[config.mk]
export PLATFORM = sky130hd
export DESIGN_NAME = frame_line_padder
export DESIGN_NICKNAME = d
export VERILOG_FILES = /design/src/rtl/frame_line_padder.sv
export SDC_FILE = /design/constraint.sdc
export NUM_CORES = 1
export LEC_CHECK = 0
export ABC_AREA = 0
export CORE_MARGIN = 2
export CORE_UTILIZATION = 30
export DETAILED_ROUTE_END_ITERATION = 10
export PLACE_DENSITY = 0.75
export SETUP_SLACK_MARGIN = 0.3
export SLEW_MARGIN = 5
export SYNTH_ARGS = -nofsm -noshare
export SYNTH_HDL_FRONTEND = slang
export SYNTH_SLANG_ARGS = --single-unit
[constraint.sdc]
create_clock -name clk_i -period 1.9 [get_ports clk_i]
set_clock_uncertainty 0.05 [all_clocks]
set_input_delay 0.285 -clock clk_i [delete_from_list [all_inputs] [get_ports clk_i]]
set_output_delay 0.285 -clock clk_i [all_outputs]
set_load 0.005 [all_outputs]
[src/rtl/frame_line_padder.sv]
// Appends PAD_LINES full-width lines after each video frame on an AXI4-Stream path.
// Define FRAME_LINE_PADDER_REPLICATE_EN to pad with the last input line instead of PAD_VALUE.
module frame_line_padder #(
  parameter int unsigned           FRAME_RES_X = 1920,
  parameter int unsigned           PX_WIDTH    = 10,
  parameter int unsigned           PAD_LINES   = 2,
  parameter logic [PX_WIDTH-1:0]   PAD_VALUE   = '0,
  parameter int unsigned           ID_WIDTH    = 4,
  parameter int unsigned           DEST_WIDTH  = 4,
  localparam int unsigned          TDATA_WIDTH = ((PX_WIDTH + 7) / 8) * 8,
  localparam int unsigned          TSTRB_WIDTH = TDATA_WIDTH / 8
) (
  input  logic                     clk_i,
  input  logic                     rst_n_i,
  // Upstream video
  input  logic [TDATA_WIDTH-1:0]   video_i_tdata,
  input  logic [TSTRB_WIDTH-1:0]   video_i_tstrb,
  input  logic [TSTRB_WIDTH-1:0]   video_i_tkeep,
  input  logic [ID_WIDTH-1:0]      video_i_tid,
  input  logic [DEST_WIDTH-1:0]    video_i_tdest,
  input  logic                     video_i_tuser,
  input  logic                     video_i_tlast,
  input  logic                     video_i_tvalid,
  output logic                     video_i_tready,
  input  logic                     eof_i,
  // Extended video
  output logic [TDATA_WIDTH-1:0]   video_o_tdata,
  output logic [TSTRB_WIDTH-1:0]   video_o_tstrb,
  output logic [TSTRB_WIDTH-1:0]   video_o_tkeep,
  output logic [ID_WIDTH-1:0]      video_o_tid,
  output logic [DEST_WIDTH-1:0]    video_o_tdest,
  output logic                     video_o_tuser,
  output logic                     video_o_tlast,
  output logic                     video_o_tvalid,
  input  logic                     video_o_tready,
  output logic                     eof_o,
  output logic                     pad_active_o
);

  localparam int unsigned PX_CNT_W = (FRAME_RES_X > 1) ? $clog2(FRAME_RES_X) : 1;
  localparam int unsigned LN_CNT_W = (PAD_LINES > 0) ? $clog2(PAD_LINES + 1) : 1;
  localparam bit          PAD_EN   = (PAD_LINES > 0);
  localparam logic [PX_CNT_W-1:0] LAST_PX   = PX_CNT_W'(FRAME_RES_X - 1);
  localparam logic [LN_CNT_W-1:0] LAST_LINE = LN_CNT_W'(PAD_EN ? PAD_LINES - 1 : 0);

  typedef enum logic {
    StPass = 1'b0,
    StPad  = 1'b1
  } state_e;

  state_e                r_state;
  state_e                w_state_next;
  logic [PX_CNT_W-1:0]   r_px_cnt;
  logic [PX_CNT_W-1:0]   w_px_cnt_next;
  logic [LN_CNT_W-1:0]   r_line_cnt;
  logic [LN_CNT_W-1:0]   w_line_cnt_next;
  logic [PX_WIDTH-1:0]   w_pad_px;
  logic                  w_in_hs;
  logic                  w_pad_hs;
  logic                  w_pad_tlast;
  logic                  w_last_line;

  assign w_in_hs     = rst_n_i && (r_state == StPass) && video_i_tvalid && video_o_tready;
  assign w_pad_hs    = rst_n_i && (r_state == StPad) && video_o_tready;
  assign w_pad_tlast = (r_px_cnt == LAST_PX);
  assign w_last_line = (r_line_cnt == LAST_LINE);

`ifdef FRAME_LINE_PADDER_REPLICATE_EN
  // Every accepted pass beat lands at its in-line index; pad reads back by pixel counter.
  logic [PX_WIDTH-1:0] r_line_buf [FRAME_RES_X];
  logic [PX_CNT_W-1:0] r_wr_idx;

  always_ff @(posedge clk_i or negedge rst_n_i) begin
    if (!rst_n_i) begin
      r_wr_idx <= '0;
      for (int unsigned i = 0; i < FRAME_RES_X; i++) begin
        r_line_buf[i] <= '0;
      end
    end else if (w_in_hs) begin
      r_line_buf[r_wr_idx] <= video_i_tdata[PX_WIDTH-1:0];
      if (video_i_tlast || (r_wr_idx == LAST_PX)) begin
        r_wr_idx <= '0;
      end else begin
        r_wr_idx <= r_wr_idx + 1'b1;
      end
    end
  end

  assign w_pad_px = r_line_buf[r_px_cnt];
`else
  assign w_pad_px = PAD_VALUE;
`endif

  always_ff @(posedge clk_i or negedge rst_n_i) begin
    if (!rst_n_i) begin
      r_state    <= StPass;
      r_px_cnt   <= '0;
      r_line_cnt <= '0;
    end else begin
      r_state    <= w_state_next;
      r_px_cnt   <= w_px_cnt_next;
      r_line_cnt <= w_line_cnt_next;
    end
  end

  always_comb begin
    w_state_next    = r_state;
    w_px_cnt_next   = r_px_cnt;
    w_line_cnt_next = r_line_cnt;
    video_o_tdata   = '0;
    video_o_tstrb   = '0;
    video_o_tkeep   = '0;
    video_o_tid     = '0;
    video_o_tdest   = '0;
    video_o_tuser   = 1'b0;
    video_o_tlast   = 1'b0;
    video_o_tvalid  = 1'b0;
    video_i_tready  = 1'b0;
    eof_o           = 1'b0;
    pad_active_o    = 1'b0;

    case (r_state)
      StPass: begin
        // Zero-latency bypass; reset gates the handshake signals combinationally.
        video_o_tdata  = video_i_tdata;
        video_o_tstrb  = video_i_tstrb;
        video_o_tkeep  = video_i_tkeep;
        video_o_tid    = video_i_tid;
        video_o_tdest  = video_i_tdest;
        video_o_tuser  = video_i_tuser;
        video_o_tlast  = video_i_tlast;
        video_o_tvalid = rst_n_i && video_i_tvalid;
        video_i_tready = rst_n_i && video_o_tready;
        eof_o          = !PAD_EN && rst_n_i && video_i_tvalid && video_i_tlast && eof_i;
        if (PAD_EN && w_in_hs && video_i_tlast && eof_i) begin
          w_state_next = StPad;
        end
      end

      StPad: begin
        video_o_tdata  = TDATA_WIDTH'(w_pad_px);
        video_o_tstrb  = '1;
        video_o_tkeep  = '1;
        video_o_tlast  = w_pad_tlast;
        video_o_tvalid = rst_n_i;
        eof_o          = rst_n_i && w_pad_tlast && w_last_line;
        pad_active_o   = rst_n_i;
        if (w_pad_hs) begin
          if (w_pad_tlast) begin
            w_px_cnt_next = '0;
            if (w_last_line) begin
              w_line_cnt_next = '0;
              w_state_next    = StPass;
            end else begin
              w_line_cnt_next = r_line_cnt + 1'b1;
            end
          end else begin
            w_px_cnt_next = r_px_cnt + 1'b1;
          end
        end
      end

      default: begin
        w_state_next = StPass;
      end
    endcase
  end

endmodule

* After elaboration in Yosys (flattened, before gate mapping)
Index checks and enable logic that the tools add are counted.
Storage, ports and cells: flip-flop bits (word level) 14, input port bits 35, output and inout port bits 34, word-level logic and storage cells 39
Operators by class: $add $sub $neg 2, equal/unequal tests 2, muxes and demuxes 18, bitwise logic cells 1, reductions and logical operators 13
Operators by type and width (count):
- 16-bit case mux with 2 select lines | 1
- 11-bit by 1-bit adder with 11-bit output (second input constant) | 1
- 11-bit == test (second input constant) | 1
- 1-bit logical AND | 11
- 11-bit 2-to-1 mux | 1
- 4-bit 2-to-1 mux | 2
- 1-bit case mux with 2 select lines | 4
- 2-bit case mux with 2 select lines | 2
- 1-bit 2-to-1 mux | 7
- 3-bit AND reduction | 1
- 2-bit by 1-bit adder with 2-bit output (second input constant) | 1
- 2-bit by 1-bit == test with 1-bit output (second input constant) | 1
- 2-bit 2-to-1 mux | 1
- 2-bit AND reduction | 1
- 1-bit NOT | 1

* Depth between registers and ports, before layout
depth in word-level cells 8, gate-level depth with buffers 6, depth with buffers taken out 5

* Worst setup path after synthesis
No wires, ideal clock.
path type register to output, start register r_px_cnt[0], end output port eof_o, arrival time 1.513 ns, data required time 1.565 ns, path slack 0.052 ns, stages on the path, launching flop included 7, buffers on the path 1, path through dfrtp_1 -> ha_1 -> nand2_1 -> or4_4 -> buf_6 -> nor3b_2 -> and2_1
Between the ends: cells in the longest elaborated chain, start to end 4
RTL lines:
- start: declaration | line 53 | logic [PX_CNT_W-1:0] r_px_cnt;
- start signal: assignment | line 101 | r_px_cnt <= w_px_cnt_next;
- 11-bit == test | line 65 | assign w_pad_tlast = (r_px_cnt == LAST_PX);
- 1-bit logical AND (2 in a row) | line 146 | eof_o = rst_n_i && w_pad_tlast && w_last_line;
- 1-bit case mux with 2 select lines | line 122 | case (r_state)
- end: declaration | line 36 | output logic eof_o,
Every way passes these cells.

* Final worst setup path
Ends and elaborated chain as after synthesis.

==> impl_metrics.csv <==
group,metric,value,unit
routing,postRouteAntennaNets,0,
global_routing,grt_pass1_vias,1167,
setup_path,critPathKind,"flop to primary output",
routing,first_iter_violations,24,
min_path,hold_class,"primary input to asynchronous set/reset pin",
logic_synthesis,synth_fp_nets,142,
place,gp_congestion,0.757,
logic_synthesis,syn_inst,106,
layout,final_core_util,0.738,
global_routing,antenna_found_initial,0,
logic_synthesis,synth_top_family_by_area,"simple AND/OR/NAND/NOR gates",
logic_synthesis,yosys.area_share.simple,0.427,
setup_path,critical_path_required,1.56,ns
cts,clk_latency,0.28,ns
die,die_y,59.8,µm
place,io_buffers,68,
setup_path,critical_path.top_delay_family,"simple AND/OR/NAND/NOR gates",
sta,relSlewSlack,0.748,
logic_synthesis,yosys.area_share.adder,0.0134,
status,status,"complete, but fails checks",
die,die_w,59.8,µm
routing,viasPerCell,4.73,
sta,worst_pin_slew,0.375,ns
routing,dr_total_vias,1212,
logic_synthesis,synth.most_common_cell,"nor2b_1",
cts,numCtsBuffers,3,
logic_synthesis,synth_edf_count,0,
layout,area_growth,137,%
global_routing,overflow,0,
setup_path,path_cells,"ha_2, nand2_2, or4_4, nor3b_4, and2_1, buf_2",
cts,cts_sinks,14,
setup_path,crit_slowest_cell,"or4_4",
logic_synthesis,yosysWarnings,0,
power,power_density,636,nW/µm²
place,place_area,1810,µm²
logic_synthesis,synth_top_area_share,0.375,
setup_path,cp_max_fo,2,
die,dieArea,3580,µm²
routing,wire_per_inst,16.2,µm
sta,fin_ws,-0.295,ns
logic_synthesis,avgSynthCellArea,8.82,µm²
routing,drt-total-wl,4140,µm
place,hpwl,2600,µm
sta,setup_viol,2,
sta,rsz0062_at_grt,"true",
logic_synthesis,ys_top_cells_by_count,"nor2b_1 (25), dfrtp_1 (14), nand2_1 (10), nor2_1 (10), xnor2_1 (8)",
routing,drc,0,
sta,slew_violations,0,
logic_synthesis,synth-xor-area-share,0.102,
logic_synthesis,synth_compound_area_frac,0.0308,
layout,diodes,0,
job,drv_cap,0,
setup_path,path_buf_inv,1,
logic_synthesis,async_flop_share,1.00,
sta,fin_crit_sh,1.16,
cts,cts_max_level,1,
sta,finalHoldViolCount,0,
layout,drive_above_1_share,0.552,
routing,dr.pass1.iters,4,
logic_synthesis,netlist_top_cells_area,"dfrtp_1 (37%), nor2b_1 (17%), xnor2_1 (7.5%)",
power,ir_worst_vdd,0.466,mV
logic_synthesis,synthMuxAreaShare,0.0107,
power,p_leak,1.07,nW
logic_synthesis,ys_types,30,
setup_path,worst_setup_path_start_kind,"flop",
logic_synthesis,synth_top_flop_cell,"dfrtp_1",
setup_path,cp-end-kind,"primary output",
logic_synthesis,syn_area,935,µm²
die,ioPinCount,69,
logic_synthesis,yosysTopAreaCell,"dfrtp_1",
setup_path,cp.arrival,1.86,ns
cts,cts_root_buf,"clkbuf_4",
cts,cts_tree,"built",
sta,max_freq,0.456,GHz
setup_path,critical_path.max_stage_delay,0.46,ns
sta,fin_crit,2.19,ns
global_routing,grt_max_degree,11,
layout,design_area,2210,µm²
logic_synthesis,ys_seq_area_frac,0.375,
cts,clk_path_buf_depth,2,
global_routing,grt_usage,0.209,
global_routing,grt_pass1_wl,5550,µm
status,violations,"negative setup slack",
die,core_region_area,3000,µm²
cts,clk_pin_slew_worst_paths,0.09,ns
die,start_util,0.311,
logic_synthesis,ys_seq_elements,14,
layout,nets,260,
die,fp-row-count,20,
-- power breakdown --
group | switching (mW) | leakage, nW | internal (mW)
clock | 0.104 | 0.0210 | 0.117
sequential | 0.0336 | 0.181 | 0.342
combinational | 0.306 | 0.867 | 0.506
total | 0.443 | 1.07 | 0.965
-- area by class of cell --
cell class	instances	area [µm²]
timing repair buffer	118	1080
clock buffer	4	36.3
fill	188	788
inverter	3	11.3
tap	33	41.3
multi-input combinational	84	693
sequential	14	352
-- timing repair --
item                       4_1_cts  5_1_grt
setup endpoints to repair       44       47
hold buffers                     0        0
cloned                           1        2
resized for setup              177       30
pin swaps                       23       13
setup buffers                   16        7
-- state kept, by name, summed over array words and instances, names as in the netlist --
signal and flops:
r_state 1, r_line_cnt 2, r_px_cnt 11
-- kinds of logic after synthesis --
| group | after synthesis |
|---|---|
| flops | 14 |
| mux | 1 |
| compound gates | 4 |
| fa+ha+maj | 1 |
| simple gates | 68 |
| xor+xnor | 10 |
| buf+inv | 8 |
-- layer usage --
metal,vias to the layer above,part of all wire,wire length (µm),GRT usage
li1,575,-,-,-
met1,598,0.40,1660,0.248
met2,33,0.56,2330,0.371
met3,6,0.023,95,0.0238
met4,0,0.013,52,0.0984
met5,-,0,0,0
-- final timing paths --
check | startpoint | to | slack [ns] | cells after the start
min in group clk_i | r_line_cnt[0] | r_line_cnt[1] | 0.50 | 1
worst min register to register | r_line_cnt[0] | r_line_cnt[1] | 0.50 | 1
worst min-delay path | rst_n_i | r_px_cnt[0] | 0.21 | 2
worst max-delay path | r_px_cnt[0] | eof_o | -0.29 | 6
max in group asynchronous | rst_n_i | r_state | 1.46 | 2
worst max register to register | r_px_cnt[0] | r_px_cnt[10] | 0.05 | 7
-- placed cells by master (no fill, tap or decap), types with 3 or more instances in the layout --
| master | Yosys | layout |
|---|---|---|
| xnor2_1 | 8 | 7 |
| nand2_1 | 10 | 8 |
| buf_2 | 0 | 28 |
| nor2_1 | 10 | 3 |
| nor2b_1 | 25 | 19 |
| nor2_2 | 0 | 4 |
| inv_1 | 3 | 3 |
| buf_4 | 0 | 24 |
| nor2b_4 | 0 | 6 |
| nor2_4 | 0 | 3 |
| clkdlybuf4s50_1 | 0 | 33 |
| buf_6 | 1 | 27 |
| nor3_1 | 3 | 3 |
| or2_4 | 0 | 4 |
| clkbuf_4 | 0 | 3 |
| dfrtp_1 | 14 | 13 |
-- metrics by stage --
step           worst slack [ns]  setup TNS, ns  hold slack [ns]  instances  power, mW
4_1_cts                  -0.336         -0.599            0.169        247       1.27
3_5_place_dp             -0.306          -1.00            0.485        226      0.901
3_3_place_gp             -0.298         -0.763            0.470        226      0.880
6_report                 -0.295         -0.527            0.207        256       1.41
5_1_grt                  -0.386         -0.873            0.206        256       1.47
2_1_floorplan            0.0807              0          -0.0606        106      0.555
No activity file was read; power rests on OpenSTA's default activity.
